===== src/rtl/uart_rx.sv =====
// uart_rx: 16x-oversampled asynchronous serial receiver.
// Frame: start(0), N_DATA data bits LSB first, optional parity, M_STOP stop bits.
// Handshake: o_rx_done is a one-clock strobe; o_data and both error flags are
// valid from the same clock edge and hold until the next strobe. There is no
// backpressure, so a consumer must capture them before the next frame completes.
module uart_rx #(
    parameter int NB_DATA         = 8,
    parameter int N_DATA          = 8,
    parameter int LOG2_N_DATA     = 4,
    parameter int PARITY_CHECK    = 0,
    parameter int EVEN_ODD_PARITY = 1,
    parameter int M_STOP          = 1,
    parameter int LOG2_M_STOP     = 1
) (
    input  logic               i_clock,
    input  logic               i_reset,
    input  logic               i_data,
    input  logic               i_valid,
    output logic [NB_DATA-1:0] o_data,
    output logic               o_rx_done,
    output logic               o_parity_error,
    output logic               o_frame_error
);

    typedef enum logic [2:0] {
        IDLE   = 3'd0,
        START  = 3'd1,
        DATA   = 3'd2,
        PARITY = 3'd3,
        STOP   = 3'd4
    } state_t;

    state_t                   state;
    state_t                   state_next;
    logic                     sync_1;
    logic                     line_s;
    logic                     armed;
    logic [3:0]               tick_cnt;
    logic [LOG2_N_DATA-1:0]   data_cnt;
    logic [LOG2_M_STOP-1:0]   stop_cnt;
    logic [NB_DATA-1:0]       data_reg;
    logic                     frame_err;
    logic                     parity_err;

    logic                     mid_tick;
    logic                     last_data;
    logic                     last_stop;
    logic                     enter_start;
    logic                     start_ok;
    logic                     data_sample;
    logic                     parity_sample;
    logic                     stop_sample;
    logic                     frame_done;
    logic                     exp_parity;

    // Two-flop synchronizer for the asynchronous serial line; idles high.
    always_ff @(posedge i_clock or negedge i_reset) begin
        if (!i_reset) begin
            sync_1 <= 1'b1;
            line_s <= 1'b1;
        end else begin
            sync_1 <= i_data;
            line_s <= sync_1;
        end
    end

    // FSM state register.
    always_ff @(posedge i_clock or negedge i_reset) begin
        if (!i_reset) state <= IDLE;
        else          state <= state_next;
    end

    assign last_data = (data_cnt == LOG2_N_DATA'(N_DATA - 1));
    assign last_stop = (stop_cnt == LOG2_M_STOP'(M_STOP - 1));

    // Next-state logic; the FSM only moves on baud ticks.
    always_comb begin
        state_next = state;
        if (i_valid) begin
            case (state)
                IDLE:    if (!line_s && armed) state_next = START;
                START:   if (tick_cnt == 4'd7) state_next = line_s ? IDLE : DATA;
                DATA:    if (tick_cnt == 4'd15 && last_data)
                             state_next = (PARITY_CHECK != 0) ? PARITY : STOP;
                PARITY:  if (tick_cnt == 4'd15) state_next = STOP;
                STOP:    if (tick_cnt == 4'd15 && last_stop) state_next = IDLE;
                default: state_next = IDLE;
            endcase
        end
    end

    // Per-state sampling strobes decoded from the current state and tick count.
    always_comb begin
        mid_tick      = i_valid && (tick_cnt == 4'd15);
        enter_start   = i_valid && (state == IDLE) && !line_s && armed;
        start_ok      = i_valid && (state == START) && (tick_cnt == 4'd7) && !line_s;
        data_sample   = mid_tick && (state == DATA);
        parity_sample = mid_tick && (state == PARITY);
        stop_sample   = mid_tick && (state == STOP);
        frame_done    = stop_sample && last_stop;
        // data_reg is cleared at frame start, so bits above N_DATA do not affect this.
        exp_parity    = (EVEN_ODD_PARITY != 0) ? ^data_reg : ~^data_reg;
    end

    // Tick, data-bit and stop-bit counters.
    always_ff @(posedge i_clock or negedge i_reset) begin
        if (!i_reset) begin
            tick_cnt <= '0;
            data_cnt <= '0;
            stop_cnt <= '0;
        end else begin
            if (enter_start || start_ok)
                tick_cnt <= '0;
            else if (i_valid && state != IDLE)
                tick_cnt <= tick_cnt + 4'd1;

            if (start_ok)
                data_cnt <= '0;
            else if (data_sample)
                data_cnt <= data_cnt + 1'b1;

            if (start_ok)
                stop_cnt <= '0;
            else if (stop_sample)
                stop_cnt <= stop_cnt + 1'b1;
        end
    end

    // Shift register, error flags and the armed flag that blocks re-triggering on a break.
    always_ff @(posedge i_clock or negedge i_reset) begin
        if (!i_reset) begin
            data_reg   <= '0;
            frame_err  <= 1'b0;
            parity_err <= 1'b0;
            armed      <= 1'b0;
        end else begin
            if (start_ok) begin
                data_reg   <= '0;
                frame_err  <= 1'b0;
                parity_err <= 1'b0;
            end
            if (data_sample) begin
                for (int i = 0; i < N_DATA; i++) begin
                    if (data_cnt == LOG2_N_DATA'(i)) data_reg[i] <= line_s;
                end
            end
            if (parity_sample)
                parity_err <= (PARITY_CHECK != 0) && (line_s != exp_parity);
            if (stop_sample && !line_s)
                frame_err <= 1'b1;

            if (i_valid && line_s)
                armed <= 1'b1;
            else if (stop_sample && !line_s)
                armed <= 1'b0;
        end
    end

    // Output registers: strobe plus word and flags, all updated on frame completion.
    always_ff @(posedge i_clock or negedge i_reset) begin
        if (!i_reset) begin
            o_rx_done      <= 1'b0;
            o_data         <= '0;
            o_parity_error <= 1'b0;
            o_frame_error  <= 1'b0;
        end else begin
            o_rx_done <= frame_done;
            if (frame_done) begin
                o_data         <= data_reg;
                o_parity_error <= parity_err && (PARITY_CHECK != 0);
                o_frame_error  <= frame_err || !line_s;
            end
        end
    end

endmodule


===== config.mk =====
export PLATFORM = sky130hd
export DESIGN_NAME = uart_rx
export DESIGN_NICKNAME = d
export VERILOG_FILES = /design/src/rtl/uart_rx.sv
export SDC_FILE = /design/constraint.sdc
export NUM_CORES = 1
export LEC_CHECK = 0
export CAP_MARGIN = 20
export CORE_ASPECT_RATIO = 0.5
export CORE_UTILIZATION = 60
export CTS_CLUSTER_SIZE = 24
export DETAILED_ROUTE_END_ITERATION = 16
export HOLD_SLACK_MARGIN = 0.15
export PLACE_DENSITY = 0.93
export SYNTH_ARGS = -nofsm -noshare
export SYNTH_HDL_FRONTEND = slang
export SYNTH_SLANG_ARGS = --single-unit

===== constraint.sdc =====
create_clock -name i_clock -period 3.7 [get_ports i_clock]
set_input_delay 1.11 -clock i_clock [delete_from_list [all_inputs] [get_ports i_clock]]
set_output_delay 1.11 -clock i_clock [all_outputs]
set_load 0.02 [all_outputs]

==> flow_summary.ini <==
[outcome]
status = completed

[cts]
cts_tree = built
clk_pin_slew_ns = 0.06
cts.path.max_buffers = 2
ctsHoldBuffers = 0
cts_root_buf = clkbuf_8
clock_latency_ns = 0.28
cts_setup_buffers = 0
h-tree-depth = 2
cts.repair.resized = 0
cts_sinks = 34
cts_inserted_buffers = 5

[yosys]
synth_cells = 144
yosysTopAreaCellShare_pct = 48.7
synth_simple_gate_area_share_pct = 21.1
yosysMostFrequentCell = dfrtp_1
synth-compound-area-share_pct = 4.64
synth_ff_type = dfrtp_1
netlist_top_cells_area = dfrtp_1 (49%), mux2_2 (6.8%), mux2i_1 (5.5%)
syn_nets = 153
avgSynthCellArea_um2 = 11.4
synth_top_family_by_area = simple AND/OR/NAND/NOR gates
yosys.area.top_type = dfrtp_1
yosysSeqAreaShare_pct = 51.9
synthAdderAreaFrac_pct = 3.80
synth_cell_types = 38
yosysWarnings = 0
synthXorXnorAreaFrac_pct = 3.19
ys_async_sr_fraction_pct = 100
synthesis.area_um2 = 1650
synthMuxAreaShare_pct = 12.3
synthTopCellsByCount = dfrtp_1 (32), nand2_1 (23), mux2_2 (10)
ys_ff_latch = 34
synth-edff-count = 0

[sta]
tightest_slew_ns = 0.552
setup_viol = 0
slew_violations = 0
max_freq_mhz = 364
final.setup.tns_ns = 0
finalHoldViolations = 0
fin_crit_sh_pct = 74.3
fin_skew_ns = 0.00360
slew_headroom_pct = 63.1
rsz0062_at_grt = false
whs_ns = 0.358
period_needed_ns = 2.75

[layout]
n_antenna_cell = 0
drive_gt1_share_pct = 16.0
multi_input_area_um2 = 746
nets = 170
fill_cells = 141
area_growth_pct = 14.9
final_core_util_pct = 78.7
seq_area_um2 = 853

[die]
die_w_um = 76.1
die_area_um2 = 2970
dieHeight_um = 39.0
rows = 12
coreArea_um2 = 2400
start_util_pct = 68.5
ios = 15

[pwr]
irDropWorstVdd_v = 0.000360
power.total_mw = 0.854
p_leak_nw = 0.911
p_per_area_nw_per_um2 = 452

[route]
routed_wl_um = 3310
dr.pass1.iters = 4
wl_per_cell_um = 16.8
vias = 1171
vias_per_cell = 5.94
drcViolationCount = 0
antenna_left = 0
drt_iter0_drc = 76

[place]
dpl.hpwl_um = 2040
numPortBuffers = 13
gp_congestion = 0.858

[hold_path]
min_path_cells = 0
hp-class = reg -> reg
min_from = sync_1

[grt]
grt_pass1_vias = 1110
grt-ovfl-total = 0
grt_pass1_wl_um = 5290
grt_max_degree = 35
grt_antenna_before_repair = 0
track_usage_pct = 25.2

[critical_path]
critical_path_required_ns = 3.86
path_max_fanout = 10
r2r_slack_ns = 1.80
cp-startpoint = i_valid
critPathLaunchType = primary input
crit_arrival_ns = 2.91
endpoint_kind = register
crit_type = in -> reg
r2r_start = tick_cnt[0]
worst-r2r-cell-count = 5

[job]
maxCapViolCount = 0
==> path summary, 6_finish.rpt <==
path	endpoint
max in group asynchronous	line_s
hold reg to reg	line_s
hold / removal	line_s
setup / recovery	o_data[2]
setup reg to reg	o_data[2]
min in group asynchronous	data_reg[1]
==> cell type report <==
cell class | instances | share of cell area, %
clock inverter | 1 | 0.265
clock buffer | 7 | 4.57
timing repair buffer | 14 | 7.28
tap | 35 | 2.32
sequential | 34 | 45.1
multi-input combinational | 101 | 39.4
inverter | 5 | 0.993
==> per-layer routing <==
metal	global-route usage [%]	wire [µm]	share of wire (%)	vias to the layer above
li1	-	-	-	519
met1	29.4	1460	44	599
met2	46.1	1620	49	49
met3	7.53	210	6.4	4
met4	9.62	14	0.42	0
met5	0	0	0	-
==> metrics by stage <==
stage                     instances  setup WS [ns]  area (µm²)
final                           197          0.950        1890
after floorplan                 144           1.54        1650
after global routing            197          0.893        1890
after global placement          189          0.769        1800
after detailed placement        189          0.700        1800
after CTS                       197          0.970        1890
==> cells in the final DEF, fill, tap and decap left out, types with 2 or more instances in the layout <==
master,netlist,layout
nand2_1,23,23
and3_1,2,2
dfstp_2,2,2
o21ai_0,5,5
clkdlybuf4s50_1,0,13
o211ai_1,2,2
ha_1,5,5
mux2i_1,9,9
mux2_2,10,10
nor3_1,2,2
nor2b_1,3,3
nand3_1,4,4
xnor2_1,3,3
inv_1,4,4
nor2_1,9,9
and3b_1,2,2
nor3b_1,2,2
clkbuf_8,0,6
xor2_1,3,3
nand2b_1,2,2
a21oi_1,2,2
dfrtp_1,32,32
==> where the power goes <==
part           switching (mW)  leakage [nW]  internal, mW  total (mW)
sequential             0.0462         0.448         0.411       0.457
clock                   0.123        0.0482         0.150       0.273
combinational          0.0719         0.414        0.0530       0.125
==> critical path: stages <==
cell             delay [ns]
clkdlybuf4s50_1        0.63
nand4_2                0.31
nand2b_4               0.28
nor2_8                 0.21
mux2_2                 0.36
==> logic make-up (layout without fill, tap and decap cells) <==
logic type      after synthesis  in the layout
compound gates               12             12
buf+inv                       9             27
fa+ha+maj                     5              5
flops                        34             34
mux                          19             19
xor+xnor                      6              6
other cells                   1              1
simple gates                 58             58
Power figures use the tool's default switching activity.
